### config.mk
export PLATFORM = sky130hd
export DESIGN_NAME = worley_point_animator
export DESIGN_NICKNAME = d
export VERILOG_FILES = /design/src/rtl/worley_pkg.sv /design/src/rtl/point_axis_step.sv /design/src/rtl/worley_point_animator.sv
export SDC_FILE = /design/constraint.sdc
export NUM_CORES = 1
export LEC_CHECK = 0
export ABC_AREA = 1
export CORE_ASPECT_RATIO = 1.2
export CORE_UTILIZATION = 55
export CTS_CLUSTER_SIZE = 16
export DETAILED_ROUTE_END_ITERATION = 12
export MAX_ROUTING_LAYER = met4
export PLACE_DENSITY = 0.87
export SLEW_MARGIN = 20
export SYNTH_ARGS = -nofsm -noshare
export SYNTH_HDL_FRONTEND = slang
export SYNTH_HIERARCHICAL = 1
export SYNTH_SLANG_ARGS = --single-unit
### constraint.sdc
create_clock -name clk -period 5.13 [get_ports clk]
set_clock_uncertainty 0.2 [all_clocks]
set_input_delay 1.026 -clock clk [delete_from_list [all_inputs] [get_ports clk]]
set_output_delay 1.026 -clock clk [all_outputs]
set_load 0.01 [all_outputs]
### src/rtl/worley_pkg.sv
// Shared constants, reset tables and FSM state type for the Worley feature-point animator.
package worley_pkg;

    localparam int H_ACTIVE   = 640;
    localparam int V_ACTIVE   = 480;
    localparam int NUM_POINTS = 4;
    localparam int COORD_W    = 10;

    localparam logic [COORD_W-1:0] X_MAX = 10'd639;
    localparam logic [COORD_W-1:0] Y_MAX = 10'd479;

    typedef enum logic [1:0] {
        ST_IDLE   = 2'd0,
        ST_UPDATE = 2'd1,
        ST_COMMIT = 2'd2
    } state_t;

    // Reset coordinate tables; points beyond the table start at the origin.
    function automatic logic [COORD_W-1:0] init_x(input int i);
        case (i)
            32'sd0:  init_x = 10'd100;
            32'sd1:  init_x = 10'd300;
            32'sd2:  init_x = 10'd500;
            32'sd3:  init_x = 10'd100;
            default: init_x = 10'd0;
        endcase
    endfunction

    function automatic logic [COORD_W-1:0] init_y(input int i);
        case (i)
            32'sd0:  init_y = 10'd100;
            32'sd1:  init_y = 10'd200;
            32'sd2:  init_y = 10'd400;
            32'sd3:  init_y = 10'd460;
            default: init_y = 10'd0;
        endcase
    endfunction

    // Velocity sign tables: 1 means moving towards zero.
    function automatic logic init_vx_neg(input int i);
        case (i)
            32'sd0:  init_vx_neg = 1'b0;
            32'sd1:  init_vx_neg = 1'b1;
            32'sd2:  init_vx_neg = 1'b0;
            32'sd3:  init_vx_neg = 1'b1;
            default: init_vx_neg = 1'b0;
        endcase
    endfunction

    function automatic logic init_vy_neg(input int i);
        case (i)
            32'sd0:  init_vy_neg = 1'b1;
            32'sd1:  init_vy_neg = 1'b0;
            32'sd2:  init_vy_neg = 1'b1;
            32'sd3:  init_vy_neg = 1'b1;
            default: init_vy_neg = 1'b0;
        endcase
    endfunction

endpackage

### src/rtl/point_axis_step.sv
// One-axis coordinate step with reflection at 0 and max; purely combinational.
module point_axis_step
    import worley_pkg::*;
(
    input  logic [COORD_W-1:0] coord,
    input  logic               vel_neg,
    input  logic [2:0]         step,
    input  logic [COORD_W-1:0] max,
    output logic [COORD_W-1:0] coord_next,
    output logic               vel_neg_next
);

    localparam int SW = COORD_W + 2;

    logic signed [SW-1:0] c_s;
    logic signed [SW-1:0] d_s;
    logic signed [SW-1:0] m_s;
    logic signed [SW-1:0] n_s;

    assign c_s = signed'({2'b00, coord});
    assign d_s = signed'({{(SW-3){1'b0}}, step});
    assign m_s = signed'({2'b00, max});
    assign n_s = vel_neg ? (c_s - d_s) : (c_s + d_s);

    // Clamp and reflect; landing exactly on a bound keeps the velocity for one more frame.
    always_comb begin
        coord_next   = coord;
        vel_neg_next = vel_neg;
        if (n_s > m_s) begin
            coord_next   = max;
            vel_neg_next = 1'b1;
        end else if (n_s[SW-1]) begin
            coord_next   = {COORD_W{1'b0}};
            vel_neg_next = 1'b0;
        end else begin
            coord_next   = n_s[COORD_W-1:0];
            vel_neg_next = vel_neg;
        end
    end

endmodule

### src/rtl/worley_point_animator.sv
// Steps the feature points one per cycle into shadow registers during blanking,
// then publishes the whole set in a single commit cycle.
module worley_point_animator
    import worley_pkg::*;
#(
    parameter int NUM_POINTS = worley_pkg::NUM_POINTS,
    parameter int COORD_W    = worley_pkg::COORD_W
) (
    input  logic                          clk,
    input  logic                          rst_n,
    input  logic                          frame_tick,
    input  logic                          pause,
    input  logic [1:0]                    speed,
    output logic [NUM_POINTS*COORD_W-1:0] points_x,
    output logic [NUM_POINTS*COORD_W-1:0] points_y,
    output logic                          busy,
    output logic [19:0]                   frame_count
);

    localparam int IDX_W = (NUM_POINTS > 1) ? $clog2(NUM_POINTS) : 1;

    state_t             state_r;
    state_t             state_n_s;
    logic [IDX_W-1:0]   idx_r;
    logic [IDX_W-1:0]   idx_n_s;

    logic [COORD_W-1:0] sx_r [NUM_POINTS];
    logic [COORD_W-1:0] sy_r [NUM_POINTS];
    logic               vx_neg_r [NUM_POINTS];
    logic               vy_neg_r [NUM_POINTS];

    logic [COORD_W-1:0] x_next_s;
    logic [COORD_W-1:0] y_next_s;
    logic               vx_neg_next_s;
    logic               vy_neg_next_s;
    logic [2:0]         step_s;

    assign step_s = {1'b0, speed} + 3'd1;

    point_axis_step u_step_x (
        .coord        (sx_r[idx_r]),
        .vel_neg      (vx_neg_r[idx_r]),
        .step         (step_s),
        .max          (X_MAX),
        .coord_next   (x_next_s),
        .vel_neg_next (vx_neg_next_s)
    );

    point_axis_step u_step_y (
        .coord        (sy_r[idx_r]),
        .vel_neg      (vy_neg_r[idx_r]),
        .step         (step_s),
        .max          (Y_MAX),
        .coord_next   (y_next_s),
        .vel_neg_next (vy_neg_next_s)
    );

    // Next-state and point index sequencing.
    always_comb begin
        state_n_s = state_r;
        idx_n_s   = idx_r;
        case (state_r)
            ST_IDLE: begin
                if (frame_tick && !pause) begin
                    state_n_s = ST_UPDATE;
                    idx_n_s   = {IDX_W{1'b0}};
                end else begin
                    state_n_s = ST_IDLE;
                end
            end
            ST_UPDATE: begin
                if (idx_r == IDX_W'(NUM_POINTS - 1)) begin
                    state_n_s = ST_COMMIT;
                    idx_n_s   = {IDX_W{1'b0}};
                end else begin
                    idx_n_s   = idx_r + {{(IDX_W-1){1'b0}}, 1'b1};
                end
            end
            ST_COMMIT: begin
                state_n_s = ST_IDLE;
                idx_n_s   = {IDX_W{1'b0}};
            end
            default: begin
                state_n_s = ST_IDLE;
                idx_n_s   = {IDX_W{1'b0}};
            end
        endcase
    end

    // State, index and busy registers.
    always_ff @(posedge clk or negedge rst_n) begin
        if (!rst_n) begin
            state_r <= ST_IDLE;
            idx_r   <= {IDX_W{1'b0}};
            busy    <= 1'b0;
        end else begin
            state_r <= state_n_s;
            idx_r   <= idx_n_s;
            busy    <= (state_n_s != ST_IDLE);
        end
    end

    // Shadow coordinates and velocities, written one point per UPDATE cycle.
    always_ff @(posedge clk or negedge rst_n) begin
        if (!rst_n) begin
            for (int i = 0; i < NUM_POINTS; i++) begin
                sx_r[i]     <= init_x(i);
                sy_r[i]     <= init_y(i);
                vx_neg_r[i] <= init_vx_neg(i);
                vy_neg_r[i] <= init_vy_neg(i);
            end
        end else if (state_r == ST_UPDATE) begin
            sx_r[idx_r]     <= x_next_s;
            sy_r[idx_r]     <= y_next_s;
            vx_neg_r[idx_r] <= vx_neg_next_s;
            vy_neg_r[idx_r] <= vy_neg_next_s;
        end
    end

    // Visible outputs change only in COMMIT so a frame never sees a mixed set.
    always_ff @(posedge clk or negedge rst_n) begin
        if (!rst_n) begin
            for (int i = 0; i < NUM_POINTS; i++) begin
                points_x[i*COORD_W +: COORD_W] <= init_x(i);
                points_y[i*COORD_W +: COORD_W] <= init_y(i);
            end
            frame_count <= 20'd0;
        end else if (state_r == ST_COMMIT) begin
            for (int i = 0; i < NUM_POINTS; i++) begin
                points_x[i*COORD_W +: COORD_W] <= sx_r[i];
                points_y[i*COORD_W +: COORD_W] <= sy_r[i];
            end
            frame_count <= frame_count + 20'd1;
        end
    end

endmodule

==> run_results.csv <==
group,metric,value,unit
detailed_routing,drt_iter0_drc,812,
die,ios,107,
clock_tree,cts_tree,"built",
detailed_routing,wl,26100,um
timing,finalCritPeriodShare,90.1,%
die,fp-row-count,55,
hold_path,hold_path.class,"reg2reg",
grt,grt_antenna_before_repair,0,
setup_path,crit_slowest_cell,"buf_4",
detailed_routing,drc,0,
detailed_routing,ant_nets,0,
grt,grt_usage,28.5,%
die,core-area,0.0188,mm^2
power,vdd_ir_drop_max,0.340,mV
detailed_routing,drt_first_pass_iters,5,
clock_tree,clk_latency,0.44,ns
clock_tree,clockBufferDepth,2,
layout,drive_gt1_share,13.4,%
timing,final-hold-violation-count,0,
grt,grt_pass1_wl,43200,um
power,power_leakage,6.33,nW
layout,final_cell_mix,"479 x nand2_1, 128 x dfrtp_1, 118 x inv_1, 108 x nor2_1, 105 x clkdlybuf4s50_1",
timing,slew_headroom,38.5,%
yosys,ys_seq_area_share,46.6,%
setup_path,cp-start-kind,"register",
yosys,synthMuxAreaShare,0.190,%
placed_design,portBuffers,106,
yosys,synthXorXnorAreaFrac,1.83,%
setup_path,cp_max_fo,47,
yosys,synth-simple-area-share,26.3,%
timing,finalSetupViolations,0,
yosys,synth.avg_cell_area,8.11,um^2
yosys,synth_seq_cells,193,
timing,min_period,4.62,ns
power,powerDensity,815,mW/mm^2
timing,worstMarginPinSlew,0.923,ns
yosys,synth_cell_types,40,
setup_path,slowest_delay,0.42,ns
setup_path,rrSetupSlack,0.51,ns
yosys,synth_ff_type,"dfrtp_1",
grt,grt_overflow,0,
run_status,status,"finished, final reports clean",
detailed_routing,drt-vias-per-instance,5.33,
yosys,ys_warn_count,6,
clock_tree,h-tree-depth,4,
setup_path,end_kind,"register",
layout,final_common_cell,"nand2_1",
detailed_routing,dr_total_vias,8995,
grt,grt_pass1_vias,8805,
grt,grt_max_degree,103,
layout,area_delta_synth_final,16.9,%
clock_tree,post_cts_resize_count,0,
yosys,synth_compound_area_share,11.2,%
setup_path,crit_arrival,4.72,ns
clock_tree,post_cts_buffers,0,
setup_path,cp_common_cell,"nand2_1",
clock_tree,clock-sinks,193,
die,fp.dieH,154,um
die,initial_core_util,56.1,%
timing,max_clock_freq,216,MHz
placed_design,dp_hpwl,18200,um
yosys,synthCells,1299,
detailed_routing,wl_per_cell,15.5,um
timing,fin_tns_setup,0,ns
setup_path,required,5.23,ns
yosys,synth_top_family_by_area,"simple AND/OR/NAND/NOR gates",
die,die_x,128,um
timing,slew_violations,0,
placed_design,gp_congestion,0.932,
clock_tree,clk_pin_slew,0.07,ns
layout,antennaDiodeCount,0,
yosys,yosys.area_share.adder,5.27,%
yosys,synthArstFlopShare,100,%
clock_tree,cts_buffers,17,
power,power,0.0100,W
timing,rsz0062_at_grt,"no",
yosys,syn-cell-area,0.0105,mm^2
yosys,synth-edff-count,0,
clock_tree,clockRootBuffer,"clkbuf_16",
setup_path,critPathKind,"reg2reg",
job,maxCapViolations,0,
die,dieArea,0.0197,mm^2
clock_tree,cts_hold_buf,0,
layout,fin_nets,1466,
-- layer usage --
| layer | vias up | share of wire, % | global-route usage (%) |
|---|---|---|---|
| met3 | 63 | 7.2 | 4.77 |
| li1 | 4298 | - | - |
| met4 | 0 | 3.2 | 12.0 |
| met5 | - | 0 | - |
| met2 | 353 | 47 | 44.1 |
| met1 | 4281 | 42 | 37.1 |
-- power breakdown --
part	leakage [nW]	internal, W	switching, W
registers	2.27	0.00243	0.000531
logic	3.78	0.00215	0.00362
clock network	0.279	0.000722	0.000586
total	6.33	0.00530	0.00474
-- worst paths after layout --
kind,cells past startpoint,from,endpoint
worst max-delay path,26,idx_r[0],sy_r[38]
worst min-delay path,2,points_x[27],points_x[27]
worst max register to register,26,idx_r[0],sy_r[38]
worst min register to register,2,points_x[27],points_x[27]
max in group asynchronous,2,rst_n,points_x[24]
min in group asynchronous,1,rst_n,points_y[22]
-- synthesized netlist by cell type, types with 4 or more instances --
library cell	n	area share (%)
nand3_1	37	1.8
o21ai_1	51	2.4
nand2_4	9	0.96
buf_2	13	0.62
xor2_1	15	1.2
ha_1	38	4.5
nand2_1	479	17
dfrtp_1	128	30
buf_6	26	2.8
xnor2_1	7	0.58
nand4_1	6	0.36
nand2_2	14	0.83
a21oi_1	19	0.90
o22ai_1	22	1.3
fa_1	4	0.76
nor3_1	5	0.24
inv_1	118	4.2
clkbuf_1	11	0.39
nor2_1	108	3.8
dfstp_2	65	16
o21ai_0	53	2.5
o21ai_2	41	3.4
nor2_4	5	0.53
-- kinds of logic after synthesis --
logic type / count (synthesis)
simple gates: 670
compound gates: 194
flops: 193
buf+inv: 174
fa+ha+maj: 42
xor+xnor: 22
other cells: 2
mux: 2
-- worst max-delay path: cells and delay by family, from the launching register on --
family | cells | cell delay (ns)
AND/OR/NAND/NOR | 14 | 1.25
adder cells (fa/ha/maj) | 3 | 0.96
buffers and inverters | 4 | 0.75
AO/OA/AOI/OAI | 4 | 0.73
flip-flops | 1 | 0.36
XOR/XNOR | 1 | 0.18
-- cell type report --
cell class	instances	area, um^2
fill	1498	6470
sequential	193	4910
multi-input combinational	960	4830
timing repair buffer	124	1220
inverter	122	464
clock buffer	20	437
tap	256	320
clock inverter	12	131
-- flip-flops by register name, summed over array words and instances (netlist names) --
| name | cells |
|---|---|
| vy_neg_r | 4 |
| points_y | 40 |
| idx_r | 2 |
| sy_r | 40 |
| busy | 1 |
| points_x | 40 |
| frame_count | 20 |
| vx_neg_r | 4 |
| state_r | 2 |
| sx_r | 40 |
-- stage by stage --
| stage | instance area, um^2 | std cells | hold WS (ns) | setup slack [ns] | utilization [%] |
|---|---|---|---|---|---|
| CTS | 12300 | 1687 | 0.269 | 0.596 | 65.6 |
| global route | 12300 | 1687 | 0.278 | 0.192 | 65.6 |
| finish | 12300 | 1687 | 0.269 | 0.507 | 65.6 |
| floorplan | 10600 | 1327 | 0.247 | 1.01 | - |
| detailed placement | 11800 | 1655 | 0.257 | 0.275 | 62.5 |
| global placement | 11800 | 1655 | 0.257 | 0.350 | 62.5 |
Note: power is estimated with default switching activity, not from simulation.
